File: config.mk
export PLATFORM = sky130hd
export DESIGN_NAME = uart_tx_ctrl_flat
export DESIGN_NICKNAME = d
export VERILOG_FILES = /design/src/rtl/uart_tx_ctrl_pkg.sv /design/src/rtl/uart_tx_ctrl_if.sv /design/src/rtl/uart_tx_ctrl_parity_calc.sv /design/src/rtl/uart_tx_ctrl.sv /design/src/flat_wrapper.sv
export SDC_FILE = /design/constraint.sdc
export NUM_CORES = 1
export LEC_CHECK = 0
export BUFFER_PORTS_ARGS = -buffer_cell sky130_fd_sc_hd__buf_2
export CORE_AREA = 8 8 45 47
export CTS_CLUSTER_SIZE = 28
export DETAILED_ROUTE_END_ITERATION = 10
export DIE_AREA = 0 0 53 55
export GPL_TIMING_DRIVEN = 0
export PLACE_DENSITY_LB_ADDON = 0.25
export SKIP_CTS_REPAIR_TIMING = 1
export SLEW_MARGIN = 20
export SYNTH_ARGS = -nofsm -noshare
export SYNTH_HDL_FRONTEND = slang
export SYNTH_SLANG_ARGS = --single-unit
File: constraint.sdc
create_clock -name CLK -period 2.4 [get_ports CLK]
set_input_delay 0.12 -clock CLK [delete_from_list [all_inputs] [get_ports CLK]]
set_output_delay 0.12 -clock CLK [all_outputs]
set_load 0.005 [all_outputs]
File: src/rtl/uart_tx_ctrl_pkg.sv
// Shared UART definitions: FSM state encoding, line levels and default frame shape.
// The RX side imports the same package so both ends agree on framing.
package uart_tx_ctrl_pkg;

   typedef enum logic [2:0] {
      ST_IDLE   = 3'd0,
      ST_START  = 3'd1,
      ST_DATA   = 3'd2,
      ST_PARITY = 3'd3,
      ST_STOP   = 3'd4
   } uart_state_t;

   localparam logic UART_IDLE_LEVEL  = 1'b1;
   localparam logic UART_START_LEVEL = 1'b0;

   localparam int UART_DATA_WIDTH = 8;
   localparam int UART_STOP_BITS  = 1;

endpackage

File: src/rtl/uart_tx_ctrl_if.sv
// Host/serializer-side signal bundle of the UART TX frame controller.
// master = host plus serializer, slave = frame controller.
interface uart_tx_ctrl_if #(
   parameter int DATA_WIDTH = uart_tx_ctrl_pkg::UART_DATA_WIDTH
);
   logic [DATA_WIDTH-1:0] P_DATA;
   logic                  Data_Valid;
   logic                  PAR_EN;
   logic                  PAR_TYP;
   logic                  ser_done;
   logic                  ser_data;
   logic                  ser_en;
   logic                  busy;
   logic                  TX_OUT;

   modport master (
      output P_DATA, Data_Valid, PAR_EN, PAR_TYP, ser_done, ser_data,
      input  ser_en, busy, TX_OUT
   );

   modport slave (
      input  P_DATA, Data_Valid, PAR_EN, PAR_TYP, ser_done, ser_data,
      output ser_en, busy, TX_OUT
   );
endinterface

File: src/rtl/uart_tx_ctrl_parity_calc.sv
// Combinational parity generator: even parity (XOR of data) or odd parity (XNOR).
module uart_parity_calc #(
   parameter int DATA_WIDTH = 8
) (
   input  logic [DATA_WIDTH-1:0] data,
   input  logic                  par_typ,
   output logic                  par_bit
);

   // XOR reduction gives the even-parity bit; odd parity is its complement
   always_comb begin
      par_bit = (^data) ^ par_typ;
   end

endmodule

File: src/rtl/uart_tx_ctrl.sv
// UART TX frame controller: sequences start, data (via serializer), parity and stop bits.
// One bit per CLK cycle; TX_OUT is decoded from registered state plus the serializer flop.
//
//  state  | meaning
//  -------+-------------------------------------------------------------
//  IDLE   | line high, waiting for Data_Valid (serializer loads here)
//  START  | start bit (line low), one cycle
//  DATA   | serializer shifting, ser_en high, leave on ser_done
//  PARITY | latched parity bit, one cycle (only when PAR_EN was set)
//  STOP   | line high for STOP_BITS cycles
import uart_tx_ctrl_pkg::*;

module uart_tx_ctrl #(
   parameter int DATA_WIDTH = UART_DATA_WIDTH,
   parameter int STOP_BITS  = UART_STOP_BITS
) (
   input  logic         CLK,
   input  logic         RST,
   uart_tx_ctrl_if.slave bus
);

   localparam int       CW        = (DATA_WIDTH > 1) ? $clog2(DATA_WIDTH) : 1;
   localparam logic     STOP_LAST = 1'(STOP_BITS - 1);

   uart_state_t   state;
   uart_state_t   state_nxt;
   logic          par_bit_calc;
   logic          par_bit_q;
   logic          par_en_q;
   logic          stop_cnt;
   logic [CW-1:0] data_left;
   logic          tx_d;
   logic          busy_d;
   logic          ser_en_d;

   // Parity type is folded into the latched parity bit, so only the bit and PAR_EN are held
   uart_parity_calc #(
      .DATA_WIDTH (DATA_WIDTH)
   ) u_parity (
      .data    (bus.P_DATA),
      .par_typ (bus.PAR_TYP),
      .par_bit (par_bit_calc)
   );

   // Next-state logic, one state per bit time
   always_comb begin
      state_nxt = state;
      case (state)
         ST_IDLE:   if (bus.Data_Valid) state_nxt = ST_START;
         ST_START:  state_nxt = ST_DATA;
         ST_DATA:   if (bus.ser_done) state_nxt = par_en_q ? ST_PARITY : ST_STOP;
         ST_PARITY: state_nxt = ST_STOP;
         ST_STOP:   if (stop_cnt == STOP_LAST) state_nxt = ST_IDLE;
         default:   state_nxt = ST_IDLE;
      endcase
   end

   // State register plus frame context latched on accept
   always_ff @(posedge CLK or negedge RST) begin
      if (!RST) begin
         state     <= ST_IDLE;
         par_bit_q <= 1'b0;
         par_en_q  <= 1'b0;
         stop_cnt  <= 1'b0;
         data_left <= '0;
      end else begin
         state <= state_nxt;
         if (state == ST_IDLE && bus.Data_Valid) begin
            par_bit_q <= par_bit_calc;
            par_en_q  <= bus.PAR_EN;
         end
         stop_cnt <= (state == ST_STOP) ? stop_cnt + 1'b1 : 1'b0;
         if (state == ST_START)
            data_left <= CW'(DATA_WIDTH - 1);
         else if (state == ST_DATA && data_left != '0)
            data_left <= data_left - 1'b1;
      end
   end

   // Output decode from registered state; ser_data is itself a serializer flop
   always_comb begin
      tx_d     = UART_IDLE_LEVEL;
      busy_d   = (state != ST_IDLE);
      ser_en_d = (state == ST_DATA);
      case (state)
         ST_START:  tx_d = UART_START_LEVEL;
         ST_DATA:   tx_d = bus.ser_data;
         ST_PARITY: tx_d = par_bit_q;
         default:   tx_d = UART_IDLE_LEVEL;
      endcase
   end

   assign bus.TX_OUT = tx_d;
   assign bus.busy   = busy_d;
   assign bus.ser_en = ser_en_d;

   // Serializer must report its last bit by the DATA_WIDTH-th DATA cycle
   a_data_len: assert property (@(posedge CLK) disable iff (!RST)
      (state == ST_DATA && data_left == '0) |-> bus.ser_done);

endmodule

File: src/flat_wrapper.sv
// flat-port wrapper written by rule: the top's interface ports become plain ports
module uart_tx_ctrl_flat 
#(
   parameter int DATA_WIDTH = UART_DATA_WIDTH,
   parameter int STOP_BITS  = UART_STOP_BITS
)
  (CLK, RST, bus_P_DATA, bus_Data_Valid, bus_PAR_EN, bus_PAR_TYP, bus_ser_done, bus_ser_data, bus_ser_en, bus_busy, bus_TX_OUT);
  uart_tx_ctrl_if #(.DATA_WIDTH(DATA_WIDTH)) bus_i ();
  input  logic CLK;
  input  logic RST;
  input wire logic [$bits(bus_i.P_DATA)-1:0] bus_P_DATA;
  input wire logic [$bits(bus_i.Data_Valid)-1:0] bus_Data_Valid;
  input wire logic [$bits(bus_i.PAR_EN)-1:0] bus_PAR_EN;
  input wire logic [$bits(bus_i.PAR_TYP)-1:0] bus_PAR_TYP;
  input wire logic [$bits(bus_i.ser_done)-1:0] bus_ser_done;
  input wire logic [$bits(bus_i.ser_data)-1:0] bus_ser_data;
  output wire logic [$bits(bus_i.ser_en)-1:0] bus_ser_en;
  output wire logic [$bits(bus_i.busy)-1:0] bus_busy;
  output wire logic [$bits(bus_i.TX_OUT)-1:0] bus_TX_OUT;
  assign bus_i.P_DATA = bus_P_DATA;
  assign bus_i.Data_Valid = bus_Data_Valid;
  assign bus_i.PAR_EN = bus_PAR_EN;
  assign bus_i.PAR_TYP = bus_PAR_TYP;
  assign bus_i.ser_done = bus_ser_done;
  assign bus_i.ser_data = bus_ser_data;
  assign bus_ser_en = bus_i.ser_en;
  assign bus_busy = bus_i.busy;
  assign bus_TX_OUT = bus_i.TX_OUT;
  uart_tx_ctrl #(.DATA_WIDTH(DATA_WIDTH), .STOP_BITS(STOP_BITS)) u_core (.CLK(CLK), .RST(RST), .bus(bus_i));
endmodule
==> results of run 1 <==
==> Yosys cell counts <==
master / n
nor3_1: 1
mux2_2: 1
mux2_1: 1
nand3_1: 1
clkbuf_1: 3
o21ai_0: 1
nand2b_1: 1
xnor2_1: 3
xnor3_1: 1
or3_1: 1
xor2_1: 1
or2_2: 1
xnor2_2: 2
nand3b_1: 1
nand2_1: 2
a21oi_1: 1
o22a_1: 1
mux2i_1: 1
a22oi_1: 1
dfrtp_1: 6
nor2_1: 7
nor2b_1: 2
o22ai_1: 1
==> state kept, by name (all words and copies together) (netlist names) <==
signal            cells
u_core.par_bit_q      1
u_core.par_en_q       1
u_core.state          3
u_core.stop_cnt       1
==> critical path, delay by kind of cell, from the launching register on <==
kind            cells  cell delay (ns)
simple gates        2             0.40
flops               1             0.35
buf+inv             2             0.30
compound gates      1             0.06
==> where the power goes <==
group          switching [mW]  internal (mW)  leakage (nW)  total [mW]
Combinational           0.140          0.143         0.178       0.283
Sequential             0.0199          0.148        0.0756       0.168
Clock                  0.0379         0.0567        0.0138      0.0946
Total                   0.198          0.347         0.268       0.545
==> layout make-up <==
cell class	count	area [um2]
buffer	3	11.26
multi-input combinational	32	237.7
clock buffer	3	22.52
timing repair buffer	18	95.09
tap	16	20.02
fill	138	847.1
sequential	6	150.1
==> worst max-delay path by stage <==
stage                    startpoint               to  cells after the start
detailed placement  u_core.state[1]  u_core.par_en_q                      4
global route        u_core.state[1]       bus_TX_OUT                      5
global placement    u_core.state[1]  u_core.par_en_q                      4
CTS                 u_core.state[0]       bus_TX_OUT                      5
finish              u_core.state[0]       bus_TX_OUT                      5
floorplan           u_core.state[1]  u_core.par_en_q                      4
==> metal layers <==
metal  track usage [%]  routed length, um  part of all wire, %
met1             5.837                301                   36
met2             10.55                435                   52
met3             2.941                 86                   10
met4             5.172                 17                  2.0
met5                 0                  0                    0
==> layout by cell type (no fill, tap or decap), types with 2 or more instances in the layout <==
master and instances:
nor2_1 7, clkbuf_1 3, dfrtp_1 6, xnor2_2 2
buf_2 17, clkbuf_4 3, nand2_1 2, xnor2_1 3
nor2b_1 2
==> cell families after synthesis <==
| logic type | after synthesis | share of synthesized area, % |
|---|---|---|
| simple gates | 17 | 20.69 |
| compound gates | 5 | 8.150 |
| buf+inv | 3 | 2.821 |
| flops | 6 | 37.62 |
| xor+xnor | 7 | 22.57 |
| mux | 3 | 8.150 |
==> per-stage QoR <==
step | std cells | setup slack, ns | utilization, %
after floorplan | 41 | 1.175 | -
after global placement | 74 | 1.057 | 36.44
after detailed placement | 74 | 1.042 | 36.44
after CTS | 77 | 0.8965 | 38.07
after global routing | 78 | 0.7848 | 38.79
final | 78 | 0.9111 | 38.79
==> out/results.ini, run 1 <==
[route]
totalWireLength_um = 841
drtIter0Drc = 8
wl_per_cell_um = 10.78
vias = 344
first_pass_iters = 4
via_per_inst = 4.410
drc_errors = 0
ant_nets = 0

[global_routing]
grt_pass1_wl_mm = 1.331
gr-total-overflow = 0
grt_use_total_pct = 6.308
antenna_found_initial = 0
grt_max_degree = 11
grt_pass1_vias = 357

[sta]
setup_tns_ns = 0
fin_crit_sh_pct = 62.04
hold_viol_final = 0
rsz0062_at_grt = false
max_freq_ghz = 0.6716
finalSetupViolations = 0
clock-skew-final_ns = 0.006351
worst_pin_slew_ns = 0.3451
relSlewSlack_pct = 76.99
finalMaxSlewViolations = 0
post-route-min-period_ns = 1.489
hold_ws_ns = 0.09886

[placed_design]
portBuffers = 17
post_dp_cell_area_um2 = 504.2
routabilityCongestion = 0.8092
dp_hpwl_um = 701.1

[layout]
fin_area_um2 = 536.8
drive_above_1_share_pct = 38.71
syn2layout_area_growth_pct = 34.48
diodes = 0
finalNetCount = 79

[critical_path]
r2r_end = u_core.par_en_q
crit_slowest_cell = dfrtp_1
worstPathArrival_ns = 1.37
path_max_fanout = 8
rr_startpoint = u_core.state[1]
required_ns = 2.28
r2r_slack_ns = 1.03
cp-end-kind = primary output
slowest_delay_ns = 0.35
crit_path_cell_trace = clkbuf_1, nor2_1, a22oi_1, or2_2, buf_2
ff2ff_path_depth = 4
critPathLaunchType = flop
crit_type = flop to primary output

[die]
start_util_pct = 28.84
ios = 18
row_count = 14
chipWidth_um = 53
coreArea_um2 = 1384
die_h_um = 55
dieArea_um2 = 2915

[power_and_ir_drop]
power_mw = 0.5448
vdd_ir_drop_max_v = 0.0004232
p_leak_nw = 0.2679
powerDensity_nw_per_um2 = 1015

[clock_tree]
cts.path.max_buffers = 2
clk-insertion-delay-late_ns = 0.25
clock-sinks = 6
cts_tree = built
cts_inserted_buffers = 3
path_clk_slew_ns = 0.05
clockRootBuffer = clkbuf_4
htreeDepth = 1

[synth]
syn_avg_cell_area_um2 = 9.735
synthCells = 41
yosysWarnings = 0
synth-seq-cells = 6
synth_area_leaders = dfrtp_1, xnor2_2, nor2_1
synth_top_area_share_pct = 37.62
seq_area_frac_synth_pct = 37.62
netlist_area_um2 = 399.1
synth_fp_nets = 56
synth_cell_types = 23
yosys.area.top_type = dfrtp_1

[worst_hold_path]
hold_path_end = u_core.par_en_q
hp-start = bus_PAR_EN
holdPathStages = 2
hold_path.class = input port to flop

[job]
cap_violations = 0

[run_status]
status = finished clean

Power figures use the tool's default switching activity.
==> inputs of run 2 (changes only) <==
- clock period: 2.4 -> 1.4 ns (I/O delays scaled with it)
==> out/results.ini, run 2 (same netlist as run 1, synthesis figures left out) <==
[sta]
finalSetupViolations = 0  ; unchanged
fin_crit_sh_pct = 95.15
hold_ws_ns = 0.05060  ; was 0.09886 ns
post-route-min-period_ns = 1.332
finalMaxSlewViolations = 0  ; unchanged
worst_pin_slew_ns = 0.2951  ; was 0.3451 ns
hold_viol_final = 0  ; unchanged
relSlewSlack_pct = 80.33  ; was 76.99%
max_freq_ghz = 0.7507
clock-skew-final_ns = 0.006152  ; was 0.006351 ns

[route]
ant_nets = 0  ; unchanged
totalWireLength_um = 868  ; was 841 um
drtIter0Drc = 5  ; was 8
first_pass_iters = 4  ; unchanged
vias = 336  ; was 344
wl_per_cell_um = 11.42  ; was 10.78 um
drc_errors = 0  ; unchanged
via_per_inst = 4.421  ; was 4.410

[worst_hold_path]
holdPathStages = 2  ; unchanged
hp-start = bus_PAR_EN  ; unchanged
hold_path_end = u_core.par_en_q  ; unchanged
hold_path.class = input port to flop  ; unchanged

[layout]
mostFrequentLayoutCell = buf_2  ; unchanged
multi_input_area_um2 = 237.7  ; unchanged
fin_area_um2 = 535.5  ; was 536.8 um2
fin_util_pct = 38.70  ; was 38.79%
largest_reg_flops = 3  ; unchanged
final_cell_mix = buf_2, nor2_1, dfrtp_1  ; unchanged
largest-register = u_core.state  ; unchanged
diodes = 0  ; unchanged
fill_cells = 140  ; was 138
finalNetCount = 77  ; was 79
syn2layout_area_growth_pct = 34.17  ; was 34.48%
drive_above_1_share_pct = 45.00  ; was 38.71%
seqCellArea_um2 = 152.6  ; was 150.1 um2

[die]
coreArea_um2 = 1384  ; unchanged
ios = 18  ; unchanged
start_util_pct = 28.84  ; unchanged
dieArea_um2 = 2915  ; unchanged
die_h_um = 55  ; unchanged
chipWidth_um = 53  ; unchanged
row_count = 14  ; unchanged

[power_and_ir_drop]
vdd_ir_drop_max_v = 0.0007501  ; was 0.0004232 V
p_sw_share_pct = 36.08  ; was 36.32%
p_leak_nw = 0.2669  ; was 0.2679 nW
power.internal_mw = 0.6011  ; was 0.3469 mW
powerDensity_nw_per_um2 = 1756  ; was 1015 nW/um2
combPwrFrac_pct = 43.9  ; was 51.9%
power_mw = 0.9403  ; was 0.5448 mW
pwr-share-seq_pct = 39.0  ; was 30.7%
power.switching_mw = 0.3392  ; was 0.1979 mW
power.share.clock_pct = 17.1  ; was 17.4%

[clock_tree]
path_clk_slew_ns = 0.05  ; about the same
clk-insertion-delay-late_ns = 0.24  ; was 0.25 ns
cts.path.max_buffers = 2  ; unchanged
clockRootBuffer = clkbuf_4  ; unchanged
cts_inserted_buffers = 3  ; unchanged
htreeDepth = 1  ; unchanged
cts_tree = built  ; unchanged
clock-sinks = 6  ; unchanged

[run_status]
status = finished clean  ; unchanged

[global_routing]
grt_use_total_pct = 6.308  ; unchanged
grt_pass1_wl_mm = 1.331  ; unchanged
grt_max_degree = 11  ; unchanged
grt_pass1_vias = 357  ; unchanged
antenna_found_initial = 0  ; unchanged
gr-total-overflow = 0  ; unchanged

[critical_path]
crit_type = flop to primary output  ; unchanged
path_max_fanout = 7  ; was 8
critPathLaunchType = flop  ; unchanged
rr_startpoint = u_core.state[1]  ; unchanged
crit_slowest_cell = dfrtp_2  ; was dfrtp_1
required_ns = 1.33  ; was 2.28 ns
slowest_delay_ns = 0.44  ; was 0.35 ns
crit_path_cell_trace = nor2_1, a22oi_1, or2_2, buf_2  ; was clkbuf_1, nor2_1, a22oi_1, or2_2, buf_2
r2r_slack_ns = 0.15  ; was 1.03 ns
ff2ff_path_depth = 3  ; was 4
cp-end-kind = primary output  ; unchanged
worstPathArrival_ns = 1.26  ; was 1.37 ns
r2r_end = u_core.par_en_q  ; unchanged

[placed_design]
routabilityCongestion = 0.8092  ; unchanged
post_dp_cell_area_um2 = 504.2  ; unchanged
portBuffers = 17  ; unchanged
dp_hpwl_um = 701.1  ; unchanged

[job]
cap_violations = 0  ; unchanged

[run 2: changes by cell type in the layout (fill, tap and decap cells not counted)]
| cell | change |
|---|---|
| clkbuf_1 | -3 |
| dfrtp_1 | -2 |
| dfrtp_2 | +2 |
| buf_4 | +1 |
[run 2: worst max path at each step]
stage / start / to / slack (ns)
2_1_floorplan: u_core.state[1] / u_core.par_en_q / 0.17
3_3_place_gp: u_core.state[1] / u_core.par_en_q / 0.06
3_5_place_dp: u_core.state[1] / u_core.par_en_q / 0.04
4_1_cts: u_core.state[0] / bus_TX_OUT / -0.05
5_1_grt: u_core.state[0] / bus_TX_OUT / -0.008
6_report: u_core.state[0] / bus_TX_OUT / 0.07
[run 2: metal layers]
| layer | part of all wire [%] | vias up | GRT usage (%) |
|---|---|---|---|
| met1 | 36 | 152 | 5.837 |
| li1 | - | 174 | - |
| met5 | 0 | - | 0 |
| met4 | 0.58 | 0 | 5.172 |
| met3 | 9.9 | 2 | 2.941 |
| met2 | 53 | 8 | 10.55 |
[run 2: worst max-delay path: cells and delay by family (launching register included)]
family	cells	cell delay (ns)
compound gates	1	0.07
flops	1	0.44
buf+inv	1	0.13
simple gates	2	0.38
[run 2: final cells by class]
cell class,count,share of cell area (%)
timing repair buffer,19,19.16
clock buffer,3,4.206
multi-input combinational,32,44.39
sequential,6,28.50
tap,16,3.738
[run 2: power groups by stage]
stage               Sequential [mW]  Clock (mW)  Combinational (mW)
finish                        0.367       0.161               0.413
detailed placement            0.292           0               0.489
floorplan                     0.280           0               0.361
global route                  0.386       0.175               0.462
CTS                           0.289       0.174               0.492
global placement              0.287           0               0.486
[run 2: stage by stage]
step	instances	worst slack (ns)	setup TNS, ns
2_1_floorplan	41	0.1747	0
3_3_place_gp	74	0.05683	0
3_5_place_dp	74	0.04197	0
4_1_cts	77	-0.05348	-0.05348
5_1_grt	76	-0.008260	-0.008260
6_report	76	0.06793	0
==> inputs of run 3 (changes only) <==
==> constraint.sdc (replaced) <==
create_clock -name CLK -period 1.7 [get_ports CLK]
set_input_delay 0.255 -clock CLK [delete_from_list [all_inputs] [get_ports CLK]]
set_output_delay 0.255 -clock CLK [all_outputs]
set_load 0.005 [all_outputs]
==> out/results.ini, run 3 (same netlist as run 1, synthesis figures left out) <==
[sta]
rsz0062_at_grt = false
worst_pin_slew_ns = 0.3440  ; was 0.2951 ns
finalSetupViolations = 0  ; unchanged
hold_ws_ns = 0.2339  ; was 0.05060 ns
setup_tns_ns = 0  ; unchanged
finalMaxSlewViolations = 0  ; unchanged
post-route-min-period_ns = 1.540
fin_crit_sh_pct = 90.59
relSlewSlack_pct = 77.06  ; was 80.33%
clock-skew-final_ns = 0.006430  ; was 0.006152 ns
max_freq_ghz = 0.6494
hold_viol_final = 0  ; unchanged

[power_and_ir_drop]
power.internal_mw = 0.4816  ; was 0.6011 mW
powerDensity_nw_per_um2 = 1430  ; was 1756 nW/um2
pwr-share-seq_pct = 36.5  ; was 39.0%
vdd_ir_drop_max_v = 0.0005983  ; was 0.0007501 V
power.share.clock_pct = 17.7  ; was 17.1%
combPwrFrac_pct = 45.8  ; was 43.9%
p_sw_share_pct = 36.37  ; was 36.08%
power_mw = 0.7568  ; was 0.9403 mW
power.switching_mw = 0.2752  ; was 0.3392 mW
p_leak_nw = 0.2655  ; was 0.2669 nW

[layout]
mostFrequentLayoutCell = buf_2  ; unchanged
largest-register = u_core.state  ; unchanged
drive_above_1_share_pct = 40.00  ; was 45.00%
syn2layout_area_growth_pct = 32.60  ; was 34.17%
largest_reg_flops = 3  ; unchanged
finalNetCount = 77  ; unchanged
final_cell_mix = buf_2, nor2_1, dfrtp_1  ; unchanged
fin_area_um2 = 529.3  ; was 535.5 um2
final_cells = 76  ; unchanged
diodes = 0  ; unchanged

[clock_tree]
cts.path.max_buffers = 2  ; unchanged
clock-sinks = 6  ; unchanged
clockRootBuffer = clkbuf_4  ; unchanged
htreeDepth = 1  ; unchanged
path_clk_slew_ns = 0.05  ; about the same
cts_tree = built  ; unchanged
clk-insertion-delay-late_ns = 0.25  ; was 0.24 ns
cts_inserted_buffers = 3  ; unchanged

[placed_design]
post_dp_cell_area_um2 = 504.2  ; unchanged
dp.cells = 74  ; unchanged
dp_hpwl_um = 701.1  ; unchanged
routabilityCongestion = 0.8092  ; unchanged
portBuffers = 17  ; unchanged

[critical_path]
required_ns = 1.44  ; was 1.33 ns
worstPathArrival_ns = 1.28  ; was 1.26 ns
crit_type = flop to primary output  ; unchanged
cp-end-kind = primary output  ; unchanged
critPathLaunchType = flop  ; unchanged
path_max_fanout = 8  ; was 7

[die]
start_util_pct = 28.84  ; unchanged
ios = 18  ; unchanged
coreArea_um2 = 1384  ; unchanged
dieArea_um2 = 2915  ; unchanged
chipWidth_um = 53  ; unchanged
row_count = 14  ; unchanged
die_h_um = 55  ; unchanged

[route]
totalWireLength_um = 835  ; was 868 um
via_per_inst = 4.447  ; was 4.421
vias = 338  ; was 336
drtIter0Drc = 6  ; was 5
ant_nets = 0  ; unchanged
first_pass_iters = 4  ; unchanged
drc_errors = 0  ; unchanged
wl_per_cell_um = 10.99  ; was 11.42 um

[global_routing]
antenna_found_initial = 0  ; unchanged
grt_use_total_pct = 6.308  ; unchanged
grt_pass1_wl_mm = 1.331  ; unchanged
gr-total-overflow = 0  ; unchanged
grt_pass1_vias = 357  ; unchanged
grt_max_degree = 11  ; unchanged

[worst_hold_path]
hold_path.class = input port to flop  ; unchanged

[job]
cap_violations = 0  ; unchanged

[run_status]
status = finished clean  ; unchanged

## run 3: metrics by stage
step / setup WS, ns / util (%)
final: 0.1600 / 38.25
after detailed placement: 0.2472 / 36.44
after global routing: 0.07284 / 38.25
after floorplan: 0.4165 / -
after global placement: 0.2728 / 36.44
after CTS: 0.06152 / 38.07
## run 3: worst max-delay path, stage by stage (launching register included)
cell	delay [ns]
dfrtp_1	0.45
nor2_1	0.13
a22oi_1	0.06
or2_2	0.27
buf_2	0.13
## run 3: per-layer routing
metal,global-route usage (%),part of all wire [%]
met1,5.837,36
met2,10.55,52
met3,2.941,10
met4,5.172,2.0
met5,0,0
## run 3: final cells by class
type                       instances  area, um2
fill                             139      854.6
multi-input combinational         32      237.7
sequential                         6      150.1
timing repair buffer              18      95.09
clock buffer                       3      22.52
tap                               16      20.02
buffer                             1      3.754
## run 3: worst paths after layout
kind / from / end / slack [ns] / cells after the start
max in group asynchronous: RST / u_core.par_bit_q / 1.19 / 2
max reg2reg: u_core.state[2] / u_core.par_en_q / 0.42 / 3
min: bus_PAR_EN / u_core.par_en_q / 0.23 / 2
min reg2reg: u_core.stop_cnt / u_core.stop_cnt / 0.48 / 1
min in group asynchronous: RST / u_core.state[2] / 0.36 / 2
max: u_core.state[0] / bus_TX_OUT / 0.16 / 4
## run 3: power by group through the flow
| stage | registers [mW] | logic, mW | clock network (mW) |
|---|---|---|---|
| finish | 0.277 | 0.347 | 0.134 |
| global route | 0.290 | 0.392 | 0.144 |
| CTS | 0.238 | 0.405 | 0.143 |
| detailed placement | 0.240 | 0.403 | 0 |
| global placement | 0.236 | 0.400 | 0 |
| floorplan | 0.230 | 0.297 | 0 |
